**src/rtl/card_disp_pkg.sv**
```systemverilog
// Shared definitions for the seven-segment card display interface: segment
// patterns, card rank type, card value and score reduction helpers.
package card_disp_pkg;

   typedef logic [3:0] card_rank_t;

   localparam card_rank_t RANK_BLANK   = 4'd0;
   localparam card_rank_t RANK_ILLEGAL = 4'd15;

   // Active-low segments, bit6..0 = g..a
   localparam logic [6:0] SEG_BLANK = 7'b1111111;
   localparam logic [6:0] SEG_ACE   = 7'b0001000;
   localparam logic [6:0] SEG_TWO   = 7'b0100100;
   localparam logic [6:0] SEG_THREE = 7'b0110000;
   localparam logic [6:0] SEG_FOUR  = 7'b0011001;
   localparam logic [6:0] SEG_FIVE  = 7'b0010010;
   localparam logic [6:0] SEG_SIX   = 7'b0000010;
   localparam logic [6:0] SEG_SEVEN = 7'b1111000;
   localparam logic [6:0] SEG_EIGHT = 7'b0000000;
   localparam logic [6:0] SEG_NINE  = 7'b0010000;
   localparam logic [6:0] SEG_TEN   = 7'b1000000;
   localparam logic [6:0] SEG_JACK  = 7'b1100001;
   localparam logic [6:0] SEG_QUEEN = 7'b0011000;
   localparam logic [6:0] SEG_KING  = 7'b1001001;

   typedef enum logic [1:0] {
      ST_SETTLE,
      ST_EVAL,
      ST_HOLD
   } mon_state_t;

   typedef struct packed {
      logic [5:0][3:0] cards;
      logic [3:0]      pscore;
      logic [3:0]      dscore;
      logic            pwin;
      logic            dwin;
      logic            bad;
      logic            mismatch;
   } mon_result_t;

   function automatic logic [3:0] card_value(input card_rank_t rank);
      if (rank >= 4'd1 && rank <= 4'd9) begin
         return rank;
      end
      return 4'd0;
   endfunction

   function automatic logic [3:0] mod10(input logic [4:0] sum);
      if (sum >= 5'd20) begin
         return 4'(sum - 5'd20);
      end else if (sum >= 5'd10) begin
         return 4'(sum - 5'd10);
      end
      return sum[3:0];
   endfunction

endpackage

```
**src/rtl/seg_to_rank.sv**
```systemverilog
// Decodes one active-low seven-segment card pattern back to a card rank.
module seg_to_rank
   import card_disp_pkg::*;
(
   input  logic [6:0] seg,
   output card_rank_t rank
);

   always_comb begin
      rank = RANK_ILLEGAL;
      case (seg)
         SEG_BLANK: rank = RANK_BLANK;
         SEG_ACE:   rank = 4'd1;
         SEG_TWO:   rank = 4'd2;
         SEG_THREE: rank = 4'd3;
         SEG_FOUR:  rank = 4'd4;
         SEG_FIVE:  rank = 4'd5;
         SEG_SIX:   rank = 4'd6;
         SEG_SEVEN: rank = 4'd7;
         SEG_EIGHT: rank = 4'd8;
         SEG_NINE:  rank = 4'd9;
         SEG_TEN:   rank = 4'd10;
         SEG_JACK:  rank = 4'd11;
         SEG_QUEEN: rank = 4'd12;
         SEG_KING:  rank = 4'd13;
         default:   rank = RANK_ILLEGAL;
      endcase
   end

endmodule

```
**src/rtl/hex_card_monitor.sv**
```systemverilog
// Monitors the baccarat card displays and LEDR, recomputes scores/winner once
// inputs settle and flags disagreement. Optional counters: HEX_MONITOR_COUNT_EN.
module hex_card_monitor
   import card_disp_pkg::*;
#(
   parameter int unsigned STABLE_CYCLES = 4
) (
   input  logic       CLOCK_50,
   input  logic       reset,
   input  logic [6:0] HEX0,
   input  logic [6:0] HEX1,
   input  logic [6:0] HEX2,
   input  logic [6:0] HEX3,
   input  logic [6:0] HEX4,
   input  logic [6:0] HEX5,
   input  logic [9:0] LEDR,
   output logic [3:0] p_card1,
   output logic [3:0] p_card2,
   output logic [3:0] p_card3,
   output logic [3:0] d_card1,
   output logic [3:0] d_card2,
   output logic [3:0] d_card3,
   output logic [3:0] player_score,
   output logic [3:0] dealer_score,
   output logic       player_win,
   output logic       dealer_win,
   output logic       result_valid,
   output logic       bad_pattern,
   output logic       score_mismatch,
   output logic [7:0] hand_count,
   output logic [7:0] mismatch_count
);

   localparam logic [7:0] CNT_LAST = 8'(STABLE_CYCLES - 1);

   logic [51:0]     in_vec;
   logic [51:0]     snap_q, snap_d;
   logic [7:0]      cnt_q, cnt_d;
   mon_state_t      state_q, state_d;
   mon_result_t     res_q, res_d, eval_res;
   logic            valid_q, valid_d;
   logic [5:0][3:0] ranks;
   logic            changed;
   logic            all_blank;
   logic [4:0]      p_sum, d_sum;
   logic [9:0]      snap_ledr;

   assign in_vec    = {HEX5, HEX4, HEX3, HEX2, HEX1, HEX0, LEDR};
   assign changed   = (in_vec != snap_q);
   assign snap_ledr = snap_q[9:0];

   for (genvar i = 0; i < 6; i++) begin : g_dec
      seg_to_rank u_dec (
         .seg  (snap_q[10 + 7*i +: 7]),
         .rank (ranks[i])
      );
   end

   always_comb begin
      eval_res       = '0;
      p_sum          = 5'(card_value(ranks[0])) + 5'(card_value(ranks[1]))
                     + 5'(card_value(ranks[2]));
      d_sum          = 5'(card_value(ranks[3])) + 5'(card_value(ranks[4]))
                     + 5'(card_value(ranks[5]));
      all_blank      = (ranks == '0);
      eval_res.cards = ranks;
      eval_res.pscore = mod10(p_sum);
      eval_res.dscore = mod10(d_sum);
      eval_res.pwin  = (eval_res.pscore >= eval_res.dscore);
      eval_res.dwin  = (eval_res.dscore >= eval_res.pscore);
      eval_res.bad   = (ranks[0] == RANK_ILLEGAL) || (ranks[1] == RANK_ILLEGAL)
                    || (ranks[2] == RANK_ILLEGAL) || (ranks[3] == RANK_ILLEGAL)
                    || (ranks[4] == RANK_ILLEGAL) || (ranks[5] == RANK_ILLEGAL);
      // With no cards on show LEDR winner lights are dark; that blank tie is legal.
      eval_res.mismatch = !eval_res.bad &&
                          ((eval_res.pscore != snap_ledr[3:0]) ||
                           (eval_res.dscore != snap_ledr[7:4]) ||
                           (!all_blank &&
                            ({eval_res.dwin, eval_res.pwin} != snap_ledr[9:8])));
   end

   always_comb begin
      state_d = state_q;
      cnt_d   = cnt_q;
      snap_d  = snap_q;
      res_d   = res_q;
      valid_d = 1'b0;
      case (state_q)
         ST_SETTLE: begin
            snap_d = in_vec;
            if (changed) begin
               cnt_d = '0;
            end else if (cnt_q == CNT_LAST) begin
               cnt_d   = '0;
               state_d = ST_EVAL;
            end else begin
               cnt_d = cnt_q + 8'd1;
            end
         end
         ST_EVAL: begin
            res_d   = eval_res;
            valid_d = 1'b1;
            state_d = ST_HOLD;
         end
         ST_HOLD: begin
            // Capture the new inputs on the way out so the settle count starts now.
            snap_d = in_vec;
            if (changed) begin
               cnt_d   = '0;
               state_d = ST_SETTLE;
            end
         end
         default: state_d = ST_SETTLE;
      endcase
   end

   always_ff @(posedge CLOCK_50) begin
      if (reset) begin
         state_q <= ST_SETTLE;
         cnt_q   <= '0;
         snap_q  <= '0;
         res_q   <= '0;
         valid_q <= 1'b0;
      end else begin
         state_q <= state_d;
         cnt_q   <= cnt_d;
         snap_q  <= snap_d;
         res_q   <= res_d;
         valid_q <= valid_d;
      end
   end

   assign p_card1        = res_q.cards[0];
   assign p_card2        = res_q.cards[1];
   assign p_card3        = res_q.cards[2];
   assign d_card1        = res_q.cards[3];
   assign d_card2        = res_q.cards[4];
   assign d_card3        = res_q.cards[5];
   assign player_score   = res_q.pscore;
   assign dealer_score   = res_q.dscore;
   assign player_win     = res_q.pwin;
   assign dealer_win     = res_q.dwin;
   assign bad_pattern    = res_q.bad;
   assign score_mismatch = res_q.mismatch;
   assign result_valid   = valid_q;

`ifdef HEX_MONITOR_COUNT_EN
   logic [7:0] hand_cnt_q, hand_cnt_d;
   logic [7:0] mis_cnt_q, mis_cnt_d;

   always_comb begin
      hand_cnt_d = hand_cnt_q;
      mis_cnt_d  = mis_cnt_q;
      if (state_q == ST_EVAL) begin
         if (hand_cnt_q != '1) begin
            hand_cnt_d = hand_cnt_q + 8'd1;
         end
         if (eval_res.mismatch && (mis_cnt_q != '1)) begin
            mis_cnt_d = mis_cnt_q + 8'd1;
         end
      end
   end

   always_ff @(posedge CLOCK_50) begin
      if (reset) begin
         hand_cnt_q <= '0;
         mis_cnt_q  <= '0;
      end else begin
         hand_cnt_q <= hand_cnt_d;
         mis_cnt_q  <= mis_cnt_d;
      end
   end

   assign hand_count     = hand_cnt_q;
   assign mismatch_count = mis_cnt_q;
`else
   assign hand_count     = '0;
   assign mismatch_count = '0;
`endif

endmodule

```
**config.mk**
```make
export PLATFORM = sky130hd
export DESIGN_NAME = hex_card_monitor
export DESIGN_NICKNAME = d
export VERILOG_FILES = /design/src/rtl/card_disp_pkg.sv /design/src/rtl/seg_to_rank.sv /design/src/rtl/hex_card_monitor.sv
export SDC_FILE = /design/constraint.sdc
export NUM_CORES = 1
export LEC_CHECK = 0
export ABC_CLOCK_PERIOD_IN_PS = 6250
export BUFFER_PORTS_ARGS = -buffer_cell sky130_fd_sc_hd__buf_2
export CAP_MARGIN = 20
export CORE_ASPECT_RATIO = 1.4
export CORE_UTILIZATION = 40
export DETAILED_ROUTE_END_ITERATION = 10
export PLACE_DENSITY = 0.59
export SYNTH_ARGS = -nofsm -noshare
export SYNTH_HDL_FRONTEND = slang
export SYNTH_HIERARCHICAL = 1
export SYNTH_SLANG_ARGS = --single-unit
```
**constraint.sdc**
```tcl
create_clock -name CLOCK_50 -period 6.25 [get_ports CLOCK_50]
set_input_delay 1.25 -clock CLOCK_50 [delete_from_list [all_inputs] [get_ports CLOCK_50]]
set_output_delay 1.25 -clock CLOCK_50 [all_outputs]
set_load 0.01 [all_outputs]
```
# [Word-level counts from Yosys, hierarchy flattened]
# Index checks and enable logic that the tools add are counted.
[totals] output_inout_bits=53 word_cells=209 register_bits=99
[classes] eq_ne=94 n_reduce_logical=29 n_mux=43 order_cmp=18 addsub=9
[ops] op="4-bit case mux with 14 select lines" count=6
[ops] op="7-bit equality test (second input constant)" count=30
[ops] op="7-bit by 5-bit equality test with 1-bit output (second input constant)" count=24
[ops] op="7-bit by 6-bit equality test with 1-bit output (second input constant)" count=12
[ops] op="4-bit two-way mux" count=18
[ops] op="52-bit inequality test" count=1
[ops] op="7-bit by 2-bit equality test with 1-bit output (second input constant)" count=6
[ops] op="7-bit by 4-bit equality test with 1-bit output (second input constant)" count=6
[ops] op="7-bit zero test" count=6
[ops] op="4-bit equality test (second input constant)" count=6
[ops] op="4-bit by 1-bit greater-or-equal comparator with 1-bit output (second input constant)" count=6
[ops] op="4-bit less-or-equal comparator (second input constant)" count=6
[ops] op="24-bit zero test" count=1
[ops] op="8-bit two-way mux" count=3
[ops] op="8-bit case mux with 2 select lines" count=1
[ops] op="1-bit two-way mux" count=11
[ops] op="4-bit by 4-bit adder with 5-bit output" count=2
[ops] op="5-bit by 4-bit adder with 5-bit output" count=2
[ops] op="5-bit by 4-bit greater-or-equal comparator with 1-bit output (second input constant)" count=2
[ops] op="5-bit greater-or-equal comparator (second input constant)" count=2
[ops] op="8-bit by 1-bit adder with 8-bit output (second input constant)" count=1
[ops] op="8-bit by 2-bit equality test with 1-bit output (second input constant)" count=1
[ops] op="4-bit greater-or-equal comparator" count=2
[ops] op="1-bit logical AND" count=8
[ops] op="16 further kinds" count=30

# [Longest topological paths before layout]
[depth] ltp_word=17 mapped_depth=27

# [Modules after synthesis]
# The synthesis kept the hierarchy.
[by_module_without_submodules] mod="hex_card_monitor" cells_each=646 area_each_um2=5565.3 n_inst=1
[by_module_without_submodules] mod="seg_to_rank" cells_each=49 area_each_um2=321.6 n_inst=6

# [Least setup slack after synthesis]
# Ideal clock, no wire load.
[synth_timing] kind="reg2reg" start="register snap_q[16]" end="register res_q, in the netlist score_mismatch" setup_slack_ns=0.859 arrival_time_ns=5.260 path_stages_with_launch=23 path_buffers=1 path_cell_list="dfxtp_1 -> buf_4 -> inv_1 -> o41a_1 -> o311ai_1 -> nand2b_1 -> fa_1 -> inv_1 -> ha_1 -> fa_1 -> inv_1 -> ha_1 -> a21o_1 -> mux2i_1 -> xnor2_1 -> ha_1 -> nor2b_1 -> o21ai_0 -> nand2b_1 -> a21oi_1 -> or4b_2 -> a31oi_1 -> a31oi_1"
[synth_rtl] element="start, declared" line="hex_card_monitor.sv:37" source="logic [51:0] snap_q, snap_d;"
[synth_rtl] element="start signal, assigned" line="hex_card_monitor.sv:127" source="snap_q <= snap_d;"
[synth_rtl] element="end signal, assigned" line="hex_card_monitor.sv:128" source="res_q <= res_d;"
[synth_rtl] element="end, declared" line="hex_card_monitor.sv:40" source="mon_result_t res_q, res_d, eval_res;"

==> impl_metrics.csv <==
group,metric,value,unit
run_status,status,"completed",
die,rows,58,
cts,cts_tree,"done",
global_route,grt_max_degree,60,
critical_path,cp-end-kind,"register",
cells_and_area,n_antenna_cell,0,
sta,tns,0,ns
logic_synthesis,synthCells,940,
cells_and_area,layout.nets,1070,
critical_path,worst-endpoint-required,6.48,ns
power,cellPowerDensity,215,nW/um2
power,p_total,1.78,mW
sta,period_share,93.8,%
route,drc,0,
cts,h-tree-depth,3,
global_route,grt_pass1_vias,6276,
logic_synthesis,synth-main-ff-cell,"dfxtp_1",
cells_and_area,post-route-util,45.7,%
placed_design,gp_congestion,0.870,
die,dieArea,19300,um2
global_route,antenna_found_initial,0,
cts,cts_root_buffer,"clkbuf_16",
cells_and_area,final_cell_mix,"nand2_1 (104), nor2_1 (98), buf_2 (90), dfxtp_1 (81), xor2_1 (64)",
power,power.switching,637,uW
logic_synthesis,synth_area,7490,um2
logic_synthesis,seq_area_frac_synth,26.4,%
worst_hold_path,min_path_type,"register to register",
power,power_leakage,3.17,nW
cts,path_clk_slew,0.07,ns
route,via_count,6976,
critical_path,criticalPathCategory,"register to register",
power,p_comb_share,30.7,%
sta,fmax,171,MHz
global_route,grt_usage,21.7,%
cells_and_area,area_growth,10.6,%
route,routed_via_density,5.64,
sta,fin_skew,0.0126,ns
job,maxCapViolations,0,
die,start_util,41.3,%
cells_and_area,fill_cells,1888,
route,wl_per_cell,16.8,um
route,drtIter0Drc,474,
critical_path,crit_family,"adder cells",
logic_synthesis,ys_warn_count,6,
logic_synthesis,ys_top_cells_by_area,"dfxtp_1 (26%), xor2_1 (7.5%), mux2i_1 (7.3%), nand2_1 (5.2%), nor2_1 (5.0%)",
critical_path,crit_slowest_cell,"or4b_2",
cts,clock-sinks,99,
critical_path,crit_chain,"or3b_1, o21ai_1, nand3b_1, a211o_1, o311ai_2, nand2b_1, fa_1, inv_1, ha_1, fa_1, inv_1, ha_1, a21oi_1, o21ai_0, o21ai_0, xnor2_1, ha_1, nor2b_1, o21ai_0, nand2b_1, a21oi_1, or4b_2, a31oi_1, a31oi_1",
placed_design,dpl_worst_slack,0.0531,ns
power,irDropWorstVdd,0.111,mV
die,die_w,118,um
sta,slew_viol_final,0,
sta,grt_setup_unrepaired,"no",
sta,relSlewSlack,32.7,%
placed_design,port_buffers,90,
power,seqPwrFrac,39.5,%
critical_path,crit_fanout,10,
critical_path,crit_arrival,6.10,ns
cts,clockBufferDepth,2,
die,ios,107,
global_route,grt_pass1_wl,33.0,mm
cells_and_area,drive_gt1_share,16.0,%
power,clkPwrFrac,29.8,%
logic_synthesis,synth-seq-cells,99,
sta,setup_ws,0.389,ns
cts,cts_made_buffers,9,
logic_synthesis,yosys.area.top_type,"dfxtp_1",
placed_design,place_hpwl,15.5,mm
cells_and_area,final_common_cell,"nand2_1",
global_route,grt_overflow,0,
critical_path,crit_path_max_incr_delay,0.64,ns
route,drt-total-wl,20.8,mm
logic_synthesis,synth_top_area_share,26.4,%
power,p_int,1.15,mW
logic_synthesis,yosysUniqueCellTypes,65,
die,fp.dieH,164,um
route,drt_pass1_iterations,5,
logic_synthesis,synthArstFlopShare,0,%
power,sw_frac_of_total,35.7,%
sta,post-route-min-period,5.86,ns
sta,worst_pin_slew,1.01,ns
critical_path,worst_setup_path_start_kind,"register",
sta,hold_viol,0,
cts,postCtsSetupBuffers,0,
logic_synthesis,syn_area_per_cell,7.97,um2
sta,setup_viol,0,
critical_path,crit_buf_inv,2,
logic_synthesis,synth-edff-count,0,
die,fp.coreArea,18100,um2
cts,insertion_delay,0.37,ns
route,antenna_left,0,
[state kept, by name (all words and copies together), names as in the netlist, 2 cells and up]
| register | flops |
|---|---|
| d_card2 | 4 |
| d_card3 | 4 |
| cnt_q | 8 |
| p_card3 | 4 |
| player_score | 4 |
| snap_q | 52 |
| d_card1 | 4 |
| p_card1 | 4 |
| p_card2 | 4 |
| state_q | 2 |
| dealer_score | 4 |
[path summary, 6_finish.rpt]
check | cells after the start | start | slack [ns] | to
worst max register to register | 24 | snap_q[40]$_SDFFE_PP0P_ | 0.39 | score_mismatch$_SDFFE_PP0P_
worst max-delay path | 24 | snap_q[40]$_SDFFE_PP0P_ | 0.39 | score_mismatch$_SDFFE_PP0P_
worst min register to register | 2 | d_card3[1]$_SDFFE_PP0P_ | 0.45 | d_card3[1]$_SDFFE_PP0P_
worst min-delay path | 2 | d_card3[1]$_SDFFE_PP0P_ | 0.45 | d_card3[1]$_SDFFE_PP0P_
[per-layer routing]
layer | vias to the layer above | GRT usage, % | wire length [um]
met4 | 0 | 9.56 | 577
met5 | - | 0 | 0
li1 | 3463 | - | -
met1 | 3278 | 26.6 | 8780
met3 | 27 | 2.92 | 994
met2 | 208 | 37.9 | 10400
[power by group through the flow]
stage	sequential (mW)	combinational (mW)	clock [mW]
4_1_cts	0.701	0.537	0.545
5_1_grt	0.709	0.614	0.573
6_report	0.704	0.548	0.532
2_1_floorplan	0.684	0.429	0
3_5_place_dp	0.716	0.534	0
3_3_place_gp	0.716	0.533	0
[through the flow]
stage               cells  area, um2  hold slack (ns)
finish               1236       8290            0.452
global route         1236       8290            0.474
CTS                  1236       8200            0.455
detailed placement   1220       7930            0.446
global placement     1220       7930            0.442
floorplan             955       7550            0.481
[worst min-delay path: cells and delay by family, from the launching register on]
kind / cells / cell delay (ns)
AO/OA/AOI/OAI: 1 / 0.05
AND/OR/NAND/NOR: 1 / 0.05
flip-flops: 1 / 0.30
[synth_stat cells (7+ instances only)]
master / number
nor2_1: 99
a31oi_1: 17
clkbuf_1: 20
nor2b_1: 16
nor3_1: 25
nand4_1: 10
mux2i_1: 55
or2_2: 8
xor2_1: 64
nand2_1: 104
a211o_1: 8
nand3_1: 26
a211oi_1: 7
xnor2_1: 13
fa_1: 10
and3b_1: 7
buf_4: 22
o211ai_1: 7
o32a_1: 7
dfxtp_1: 99
inv_1: 20
buf_2: 18
o21ai_1: 7
o221ai_1: 7
o21ai_0: 13
nand2b_1: 11
ha_1: 15
and4_1: 7
or3b_1: 13
nor4_1: 26
buf_6: 9
a21oi_1: 57
o22a_1: 12
nand3b_1: 12
nor3b_1: 13
[final cells by class]
| cell class | count | area, um2 | area share, % |
|---|---|---|---|
| multi-input combinational | 761 | 5110 | 61.6 |
| clock inverter | 6 | 41.3 | 0.498 |
| sequential | 99 | 2010 | 24.2 |
| tap | 240 | 300 | 3.62 |
| clock buffer | 10 | 229 | 2.76 |
| timing repair buffer | 100 | 526 | 6.34 |
| inverter | 20 | 75.1 | 0.906 |
[what timing repair did]
| action | in CTS | in global routing |
|---|---|---|
| gates resized for setup | 0 | 30 |
| hold buffers | 0 | 0 |
| setup endpoints to repair | 0 | 2 |
[logic make-up (layout without fill, tap and decap cells)]
logic type	Yosys count	after routing	synth area share (%)
and+or+nand+nor	406	406	28.2
AOI/OAI and AO/OA	182	182	16.7
DFF	99	99	26.4
buffers and inverters	95	136	7.06
xor gates and xnor gates	77	77	9.00
muxes	55	55	7.35
adders and majority gates	25	25	5.18
other	1	16	0.0500
(Power assumes the default switching activity.)
